--- src/rtl/pipe_pkg.sv ---
// Shared types for the two-entry skid buffer: occupancy state encoding and depth.
package pipe_pkg;

    typedef enum logic [1:0] {
        EMPTY = 2'd0,
        BUSY  = 2'd1,
        FULL  = 2'd2
    } skid_state_t;

    localparam int SKID_DEPTH = 2;

endpackage

--- src/rtl/flopenr.sv ---
// Enabled register with asynchronous active-high clear to zero.
module flopenr #(
    parameter int WIDTH = 8
) (
    input  logic             clk,
    input  logic             reset,
    input  logic             en,
    input  logic [WIDTH-1:0] d,
    output logic [WIDTH-1:0] q
);

    always_ff @(posedge clk or posedge reset) begin
        if (reset) begin
            q <= '0;
        end else if (en) begin
            q <= d;
        end
    end

endmodule

--- src/rtl/pipe_skid_buffer.sv ---
// Two-entry elastic pipeline register: InReady and OutValid decode straight from the
// state register, so neither handshake side sees a combinational path from the other.
module pipe_skid_buffer
    import pipe_pkg::*;
#(
    parameter int WIDTH = 8
) (
    input  logic             clk,
    input  logic             reset,
    input  logic             Flush,
    input  logic             InValid,
    output logic             InReady,
    input  logic [WIDTH-1:0] InData,
    output logic             OutValid,
    input  logic             OutReady,
    output logic [WIDTH-1:0] OutData,
    output logic [1:0]       Count
);

    skid_state_t      state_q;
    skid_state_t      state_d;
    logic             in_xfer;
    logic             out_xfer;
    logic             main_en;
    logic             main_from_skid;
    logic             skid_en;
    logic [WIDTH-1:0] main_d;
    logic [WIDTH-1:0] main_q;
    logic [WIDTH-1:0] skid_q;

    assign in_xfer  = InValid & InReady;
    assign out_xfer = OutValid & OutReady;
    assign main_d   = main_from_skid ? skid_q : InData;
    assign OutData  = main_q;

    always_ff @(posedge clk or posedge reset) begin
        if (reset) begin
            state_q <= EMPTY;
        end else begin
            state_q <= state_d;
        end
    end

    always_comb begin
        state_d        = state_q;
        main_en        = 1'b0;
        main_from_skid = 1'b0;
        skid_en        = 1'b0;
        if (Flush) begin
            state_d = EMPTY;
        end else begin
            case (state_q)
                EMPTY: begin
                    if (in_xfer) begin
                        main_en = 1'b1;
                        state_d = BUSY;
                    end
                end
                BUSY: begin
                    if (in_xfer && out_xfer) begin
                        main_en = 1'b1;
                    end else if (in_xfer) begin
                        skid_en = 1'b1;
                        state_d = FULL;
                    end else if (out_xfer) begin
                        state_d = EMPTY;
                    end
                end
                FULL: begin
                    if (out_xfer) begin
                        main_en        = 1'b1;
                        main_from_skid = 1'b1;
                        state_d        = BUSY;
                    end
                end
                default: state_d = EMPTY;
            endcase
        end
    end

    // An illegal encoding refuses input so nothing is silently dropped while recovering.
    always_comb begin
        InReady  = 1'b0;
        OutValid = 1'b0;
        Count    = 2'd0;
        case (state_q)
            EMPTY: begin
                InReady = 1'b1;
            end
            BUSY: begin
                InReady  = 1'b1;
                OutValid = 1'b1;
                Count    = 2'd1;
            end
            FULL: begin
                OutValid = 1'b1;
                Count    = 2'(SKID_DEPTH);
            end
            default: begin
                InReady  = 1'b0;
                OutValid = 1'b0;
                Count    = 2'd0;
            end
        endcase
    end

    flopenr #(.WIDTH(WIDTH)) u_main (
        .clk  (clk),
        .reset(reset),
        .en   (main_en),
        .d    (main_d),
        .q    (main_q)
    );

    flopenr #(.WIDTH(WIDTH)) u_skid (
        .clk  (clk),
        .reset(reset),
        .en   (skid_en),
        .d    (InData),
        .q    (skid_q)
    );

endmodule
--- config.mk ---
export PLATFORM = sky130hd
export DESIGN_NAME = pipe_skid_buffer
export DESIGN_NICKNAME = d
export VERILOG_FILES = /design/src/rtl/pipe_pkg.sv /design/src/rtl/flopenr.sv /design/src/rtl/pipe_skid_buffer.sv
export SDC_FILE = /design/constraint.sdc
export NUM_CORES = 1
export LEC_CHECK = 0
export ABC_AREA = 1
export BUFFER_PORTS_ARGS = -buffer_cell sky130_fd_sc_hd__buf_2
export CAP_MARGIN = 40
export CORE_MARGIN = 1.5
export CORE_UTILIZATION = 45
export CTS_BUF_LIST = sky130_fd_sc_hd__clkbuf_16
export CTS_CLUSTER_DIAMETER = 30
export DETAILED_ROUTE_END_ITERATION = 10
export PLACE_DENSITY = 0.83
export SYNTH_ARGS = -nofsm -noshare
export SYNTH_HDL_FRONTEND = slang
export SYNTH_HIERARCHICAL = 1
export SYNTH_SLANG_ARGS = --single-unit
--- constraint.sdc ---
create_clock -name clk -period 1.5 [get_ports clk]
set_input_delay 0.375 -clock clk [delete_from_list [all_inputs] [get_ports clk]]
set_output_delay 0.375 -clock clk [all_outputs]
set_load 0.05 [all_outputs]
After elaboration in Yosys (flattened, before gate mapping)

Index checks and enable logic that the tools add are counted.

Bitwise logic cells: 2
Reductions and logical operators: 5
Mux-type cells: 21
Equality and inequality tests: 6

Operators by type and width:

| operator                                                              | count |
|---|---|
| 2-bit 2-to-1 mux                                                      | 6 |
| 1-bit 2-to-1 mux                                                      | 11 |
| 3-bit inequality test, second input constant                          | 3 |
| 8-bit 2-to-1 mux                                                      | 1 |
| 2-bit one-hot mux with 3 select lines                                 | 1 |
| 4-bit inequality test, second input constant                          | 1 |
| 2-bit one-hot mux with 2 select lines                                 | 1 |
| 4-bit AND reduction                                                   | 1 |
| 2-bit OR reduction                                                    | 2 |
| 1-bit one-hot mux with 3 select lines                                 | 1 |
| 1-bit AND                                                             | 2 |
| 2-bit by 1-bit equality test with 1-bit output, second input constant | 1 |
| 2-bit equality test, second input constant                            | 1 |
| 2-bit logical NOT                                                     | 1 |
| 1-bit logical AND                                                     | 1 |

Logic and storage cells: 37
Input bits: 13
Register bits after elaboration: 18
Output and inout port bits: 12

Logic depth before layout (Yosys ltp)

Gate-level depths: netlist of the first run.

Depth in word-level cells: 9
Mapped depth: 10
Gate-level depth less buffers: 10

By module

The synthesis of the first run kept the hierarchy.

Modules (own cells, without submodules):

| module           | times used | cells an instance | sequential area each (sq um) | area an instance (sq um) |
|---|---|---|---|---|
| flopenr          | 2          | 35                | 200.2                        | 309.0 |
| pipe_skid_buffer | 1          | 67                | 50.0                         | 431.7 |

Worst setup path after synthesis of the first run

No wires, ideal clock.

Path kind: register -> register
Start: reg state_q[0]
End: reg u_main.q[0]
Required time: 1381 ps
Stages on the path, launching flop included: 11
Data arrival time: 1888 ps
Library setup time: 119 ps
Setup slack: -507 ps
Buffers on the path: 1
Clock period less this slack: 2007 ps
Path through: dfrtp_1 > inv_1 > ha_1 > nand2_1 > inv_1 > nand4_1 > a21oi_1 > buf_6 > inv_2 > nand2_1 > nand2_1

Cells in the longest elaborated chain, start to end: 8
Elaborated cells on any way between the ends: 18
Classes of those cells: eq/ne (2); mux (10); bitwise (2); reduce/logical (4)

RTL lines:

| what                                                                                         | RTL line               | source |
|---|---|---|
| start, declared                                                                              | pipe_skid_buffer.sv:20 | `skid_state_t state_q;` |
| start signal, assigned                                                                       | pipe_skid_buffer.sv:40 | `state_q <= state_d;` |
| 2-bit equality test / 2-bit by 1-bit equality test with 1-bit output (equally long branches) | pipe_skid_buffer.sv:86 | `case (state_q)` |
| 2-bit OR reduction (no line) *                                                               | n/a                    |  |
| 1-bit 2-to-1 mux *                                                                           | pipe_skid_buffer.sv:86 |  |
| named net OutValid                                                                           | pipe_skid_buffer.sv:14 | `output logic OutValid,` |
| 1-bit AND *                                                                                  | pipe_skid_buffer.sv:32 | `assign out_xfer = OutValid & OutReady;` |
| 1-bit logical AND                                                                            | pipe_skid_buffer.sv:60 | `if (in_xfer && out_xfer) begin` |
| 1-bit 2-to-1 mux                                                                             | pipe_skid_buffer.sv:60 |  |
| 1-bit one-hot mux with 3 select lines *                                                      | pipe_skid_buffer.sv:52 | `case (state_q)` |
| 1-bit 2-to-1 mux *                                                                           | pipe_skid_buffer.sv:49 | `if (Flush) begin` |
| named net main_en                                                                            | pipe_skid_buffer.sv:24 | `logic main_en;` |
| end signal, assigned                                                                         | flopenr.sv:14          | `q <= '0;` |
| end signal, assigned                                                                         | flopenr.sv:16          | `q <= d;` |
| end, declared                                                                                | flopenr.sv:9           | `output logic [WIDTH-1:0] q` |

The timed path passes the listed nets; every way through them passes the cells marked *.
A chain may end at the register's enable or synchronous reset.

Worst setup path after layout of the first run

Start: reg state_q[0]
End: out OutValid

Cells in the longest elaborated chain, start to end: 3
Elaborated cells on any way between the ends: 4
Classes of those cells: eq/ne (2); mux (1); reduce/logical (1)

RTL lines:

| what                                                                                         | RTL line |
|---|---|
| 2-bit equality test / 2-bit by 1-bit equality test with 1-bit output (equally long branches) | pipe_skid_buffer.sv:86 |
| 2-bit OR reduction (no line) *                                                               | n/a |
| 1-bit 2-to-1 mux *                                                                           | pipe_skid_buffer.sv:86 |
| end, declared                                                                                | pipe_skid_buffer.sv:14 |

Every way passes the cells marked *; elsewhere a longest branch is shown, timed or not.

==> impl_metrics.env, run 1 <==
export IMPL_synth_seq_cells=18
export IMPL_fin_nets=200
export IMPL_yosysMostFrequentCell="nand2_1"
export IMPL_synth_top_area_share_pct=42.9
export IMPL_cts_tree="yes"
export IMPL_io_buffer_count=24
export IMPL_worstSetupPathType="reg -> out"
export IMPL_finalCritPeriodShare_pct=110
export IMPL_max_stage_delay_ps=450
export IMPL_worst_slack_ps=-149
export IMPL_power_density_nw_per_um2=1710
export IMPL_clkSinkCount=18
export IMPL_ir_worst_vdd_v=0.00112
export IMPL_synth_area_leaders="dfrtp_1 (43%), nand2_1 (24%), ha_1 (7.2%)"
export IMPL_whs_ps=352
export IMPL_failed_checks="setup timing"
export IMPL_final_hold_viol_count=0
export IMPL_skew_ps=3.71
export IMPL_slew_headroom_pct=77.1
export IMPL_initial_core_util_pct=47.5
export IMPL_rows=17
export IMPL_cts_made_buffers=3
export IMPL_grt_max_degree=17
export IMPL_die_h_um=51.3
export IMPL_syn_to_final_growth_pct=48.7
export IMPL_rsz0062_at_grt="true"
export IMPL_drive_gt1_share_pct=46.9
export IMPL_seqPwrFrac_pct=30.6
export IMPL_critPathRequiredTime_ps=1120
export IMPL_end_kind="primary output"
export IMPL_routed_via_density=4.83
export IMPL_grt_pass1_wl_mm=3.93
export IMPL_syn_inst=137
export IMPL_dpl_cell_count=195
export IMPL_grt_pass1_vias=958
export IMPL_place_area_um2=1270
export IMPL_hold_class="in -> reg"
export IMPL_ys_warn_count=6
export IMPL_pin_count=25
export IMPL_synthDistinctLibCells=18
export IMPL_n_fill_cell=175
export IMPL_grt_usage_pct=20.0
export IMPL_intPower_mw=1.50
export IMPL_p_leak_nw=0.863
export IMPL_clockBufferDepth=2
export IMPL_synth_main_ff_cell="dfrtp_1"
export IMPL_outcome="complete, but fails checks"
export IMPL_worstMarginPinSlew_ps=343
export IMPL_fmax_mhz=606
export IMPL_cp_slowest_cell="dfrtp_2"
export IMPL_synth_area_um2=1050
export IMPL_core_region_area_um2=2210
export IMPL_htree_levels=1
export IMPL_syn_area_per_cell_um2=7.66
export IMPL_final_area_um2=1560
export IMPL_die_area_um2=2630
export IMPL_overflow=0
export IMPL_pwr_share_clk_pct=19.2
export IMPL_antenna_left=0
export IMPL_start_kind="flop"
export IMPL_gp_congestion=0.848
export IMPL_synth_edff_count=0
export IMPL_fin_tns_setup_ps=-1250
export IMPL_n_antenna_cell=0
export IMPL_cts_root_buf="clkbuf_16"
export IMPL_dieWidth_um=51.3
export IMPL_switching_share_pct=43.7
export IMPL_cp_cell_sequence="inv_4, ha_4, buf_4, buf_8"
export IMPL_seq_area_frac_synth_pct=42.9
export IMPL_clock_insertion_delay_worst_skew_ps=240
export IMPL_wl_per_cell_um=12.6
export IMPL_drc=0
export IMPL_pwr_share_comb_pct=50.2
export IMPL_slew_viol_final=0
export IMPL_setup_violations=20
export IMPL_cts_reportedPaths_clkPinSlew_ps=50
export IMPL_p_sw_mw=1.17
export IMPL_crit_path_max_fanout=4
export IMPL_dr_pass1_iters=4
export IMPL_min_period_ps=1650
export IMPL_hpwlAfterDp_mm=1.66
export IMPL_routed_wl_mm=2.61
export IMPL_synth_largest_area_cell="dfrtp_1"
export IMPL_synth_common_cells="nand2_1 (67), dfrtp_1 (18), inv_1 (18)"
export IMPL_synth_nets=156
export IMPL_drtIter0Drc=8
export IMPL_num_vias=999
export IMPL_finish_utilization_pct=70.6
export IMPL_critical_path_arrival_ps=1270
export IMPL_drv_cap=0
export IMPL_antenna_found_initial=0
export IMPL_async_reset_ff_share_pct=100
export IMPL_stdcell_count=207
[state kept, by name (all words and copies together), names as in the netlist]
register  flops
state_q       2
u_main/q      8
u_skid/q      8
[power by group through the flow]
stage	clock network [mW]	logic [mW]	registers, mW
6_report	0.512	1.34	0.817
5_1_grt	0.543	1.44	0.841
4_1_cts	0.522	1.24	0.810
3_5_place_dp	0	1.10	0.804
3_3_place_gp	0	1.08	0.791
2_1_floorplan	0	0.535	1.12
[layout by cell type (no fill, tap or decap)]
cell type,count
ha_4,4
nor2_1,2
buf_6,4
inv_2,4
nor3_1,1
nand4_1,1
clkbuf_16,3
or2_4,1
buf_4,13
buf_2,20
buf_8,4
o21ai_0,1
nand2_1,55
dfrtp_1,17
dlygate4sd3_1,1
nand3_1,2
dfrtp_2,1
ha_2,1
nand2_2,11
a21oi_4,1
nor4_1,1
ha_1,1
inv_4,3
nand2_4,3
o21ai_2,8
inv_1,13
buf_12,1
nor2_2,1
or2_2,1
[final cells by class]
type | instances | area, um^2 | area share, %
multi-input combinational | 95 | 584 | 37.4
sequential | 18 | 452 | 28.9
timing repair buffer | 43 | 333 | 21.3
inverter | 20 | 82.6 | 5.29
clock buffer | 3 | 75.1 | 4.81
tap | 28 | 35.0 | 2.24
[cells by family after synthesis]
group / Yosys count / synth area share, %
compound gates: 10 / 7.63
buf+inv: 24 / 12.3
flops: 18 / 42.9
fa+ha+maj: 6 / 7.15
simple gates: 79 / 30.0
[repair_timing]
item / 4_1_cts / 5_1_grt
setup buffers: 4 / 4
cloned: 0 / 0
resized for setup: 26 / 16
pin swaps: 9 / 9
setup endpoints to repair: 20 / 22
hold endpoints to repair: 2 / 0
hold buffers: 1 / 0
[layer usage]
metal	GRT usage, %	vias to the layer above	routed length, um
met3	2.63	4	108
met5	0	-	0
li1	-	492	-
met2	37.2	33	1440
met4	11.0	0	52
met1	21.5	470	1010
[through the flow]
| stage | setup WS, ps | power (mW) |
|---|---|---|
| 6_report | -149 | 2.67 |
| 2_1_floorplan | -132 | 1.65 |
| 3_3_place_gp | -45.5 | 1.87 |
| 5_1_grt | -185 | 2.83 |
| 4_1_cts | -55.6 | 2.57 |
| 3_5_place_dp | -66.0 | 1.90 |
[worst max-delay path: cells and delay by family, from the launching register on]
| family | cells | cell delay (ps) |
|---|---|---|
| fa+ha+maj | 1 | 210 |
| buf+inv | 3 | 370 |
| flops | 1 | 450 |
[path summary, 6_finish.rpt]
path,start,to,slack (ps),depth (start not counted)
setup / recovery,state_q[0],OutValid,-150,4
hold / removal,InData[3],u_skid/q[3],350,3
setup reg to reg,state_q[0],u_main/q[4],-110,9
hold reg to reg,u_main/q[5],u_main/q[5],460,2
max in group asynchronous,reset,u_skid/q[4],580,3
min in group asynchronous,reset,state_q[1],560,3
No activity file was read; power rests on OpenSTA's default activity.
==> run 2: changes to the inputs <==
SETUP_SLACK_MARGIN = 0.5   (was unset)
==> impl_metrics.env, run 2 (synthesis results as in run 1) <==
export IMPL_grt_usage_pct=22.1
export IMPL_gp_congestion=0.770
export IMPL_rsz0062_at_grt="true"
export IMPL_io_buffer_count=24
export IMPL_slew_headroom_pct=76.8
export IMPL_n_fill_cell=167
export IMPL_end_kind="primary output"
export IMPL_antenna_found_initial=0
export IMPL_failed_checks="setup timing"
export IMPL_pin_count=25
export IMPL_final_area_um2=1610
export IMPL_routed_wl_mm=2.74
export IMPL_setup_violations=12
export IMPL_start_kind="flop"
export IMPL_fin_nets=201
export IMPL_slew_viol_final=0
export IMPL_max_stage_delay_ps=430
export IMPL_cts_root_buf="clkbuf_16"
export IMPL_grt_max_degree=17
export IMPL_drc=0
export IMPL_worstMarginPinSlew_ps=347
export IMPL_min_period_ps=1620
export IMPL_hpwlAfterDp_mm=1.82
export IMPL_wl_per_cell_um=13.1
export IMPL_crit_buf_inv=3
export IMPL_layout_common_cells="nand2_1 (53), dfrtp_1 (17), buf_4 (15)"
export IMPL_mostFrequentLayoutCell="nand2_1"
export IMPL_skew_ps=2.00
export IMPL_critPathRequiredTime_ps=1120
export IMPL_clockBufferDepth=2
export IMPL_num_vias=1055
export IMPL_worst_slack_ps=-125
export IMPL_clock_insertion_delay_worst_skew_ps=250
export IMPL_finalCritPeriodShare_pct=108
export IMPL_reg_top3="u_main/q: 8 flops, u_skid/q: 8 flops, state_q: 2 flops"
export IMPL_drv_cap=0
export IMPL_routed_via_density=5.05
export IMPL_power_density_nw_per_um2=1810
export IMPL_place_area_um2=1290
export IMPL_critical_path_arrival_ps=1250
export IMPL_rows=17
export IMPL_antenna_left=0
export IMPL_n_antenna_cell=0
export IMPL_hold_class="in -> reg"
export IMPL_p_leak_nw=0.873
export IMPL_die_area_um2=2630
export IMPL_cp_top_family="flip-flops"
export IMPL_drive_gt1_share_pct=47.5
export IMPL_grt_pass1_wl_mm=4.30
export IMPL_totalPowerFinal_mw=2.92
export IMPL_cp_slowest_cell="dfrtp_2"
export IMPL_cts_made_buffers=3
export IMPL_dieWidth_um=51.3
export IMPL_clkSinkCount=18
export IMPL_cts_reportedPaths_clkPinSlew_ps=50
export IMPL_outcome="complete, but fails checks"
export IMPL_cp_cell_sequence="buf_6, ha_4, inv_6, nand2_8, buf_8"
export IMPL_grt_pass1_vias=1034
export IMPL_final_hold_viol_count=0
export IMPL_htree_levels=1
export IMPL_dr_pass1_iters=4
export IMPL_initial_core_util_pct=47.5
export IMPL_drtIter0Drc=31
export IMPL_worstSetupPathType="reg -> out"
export IMPL_place_ws_ps=-77.1
export IMPL_crit_path_max_fanout=3
export IMPL_overflow=0
export IMPL_fmax_mhz=616
export IMPL_cts_tree="yes"
export IMPL_die_h_um=51.3
export IMPL_core_region_area_um2=2210
export IMPL_syn_to_final_growth_pct=53.8
export IMPL_ir_worst_vdd_v=0.00111
-- run 2: changes by cell type in the layout (fill, tap and decap cells not counted), sizes merged --
cell / delta
inv: +1
buf: +1
-- run 2: final cells by class --
type	instances	area (um^2)	area share (%)
multi-input combinational	95	577	35.7
sequential	18	452	28.0
timing repair buffer	44	379	23.5
inverter	20	92.6	5.74
clock buffer	3	75.1	4.65
tap	28	35.0	2.17
clock inverter	1	3.75	0.233
-- run 2: what timing repair did --
action | 4_1_cts | 5_1_grt
hold buffers | 1 | 0
resized for setup | 32 | 17
pin swaps | 4 | 13
endpoints found under the hold margin | 2 | 0
setup buffers | 8 | 3
endpoints found under the setup margin | 30 | 30
-- run 2: power by group --
group          internal (mW)  total, mW  leakage, nW  switching [mW]
combinational          0.626       1.55        0.607           0.922
sequential             0.694      0.832        0.224           0.139
clock                  0.355      0.540       0.0423           0.186
total                   1.67       2.92        0.873            1.25
-- run 2: worst paths after layout --
path	slack, ps	startpoint	cells after the start	to
min in group asynchronous	560	reset	3	state_q[0]
hold reg to reg	480	u_skid/q[6]	2	u_skid/q[6]
max in group asynchronous	580	reset	3	u_skid/q[0]
setup reg to reg	-90	state_q[0]	9	u_main/q[7]
setup / recovery	-120	state_q[0]	5	InReady
hold / removal	340	InData[7]	3	u_skid/q[7]
-- run 2: worst reg2reg max path: stages (launching register included) --
cell     delay, ps
dfrtp_2        430
inv_4           90
ha_1           200
nand2_1         80
or2_1          240
buf_12         160
nand2_1         70
o21ai_2         70
nand2_2         80
nand2_1         50
-- run 2: metrics by stage --
stage | setup TNS (ps) | instances | hold slack, ps | util, %
3_3_place_gp | -123 | 193 | 256 | 58.2
3_5_place_dp | -658 | 193 | 257 | 58.2
4_1_cts | -722 | 206 | 340 | 69.9
2_1_floorplan | -1610 | 137 | 116 | -
6_report | -771 | 209 | 342 | 73.0
5_1_grt | -1950 | 209 | 374 | 73.0
-- run 2: layer usage --
| layer | vias to the layer above | wire length [um] | GRT usage, % |
|---|---|---|---|
| met4 | 0 | 133 | 13.2 |
| met5 | - | 0 | 0 |
| met1 | 497 | 989 | 22.7 |
| met2 | 48 | 1490 | 42.0 |
| li1 | 497 | - | - |
| met3 | 13 | 123 | 2.92 |
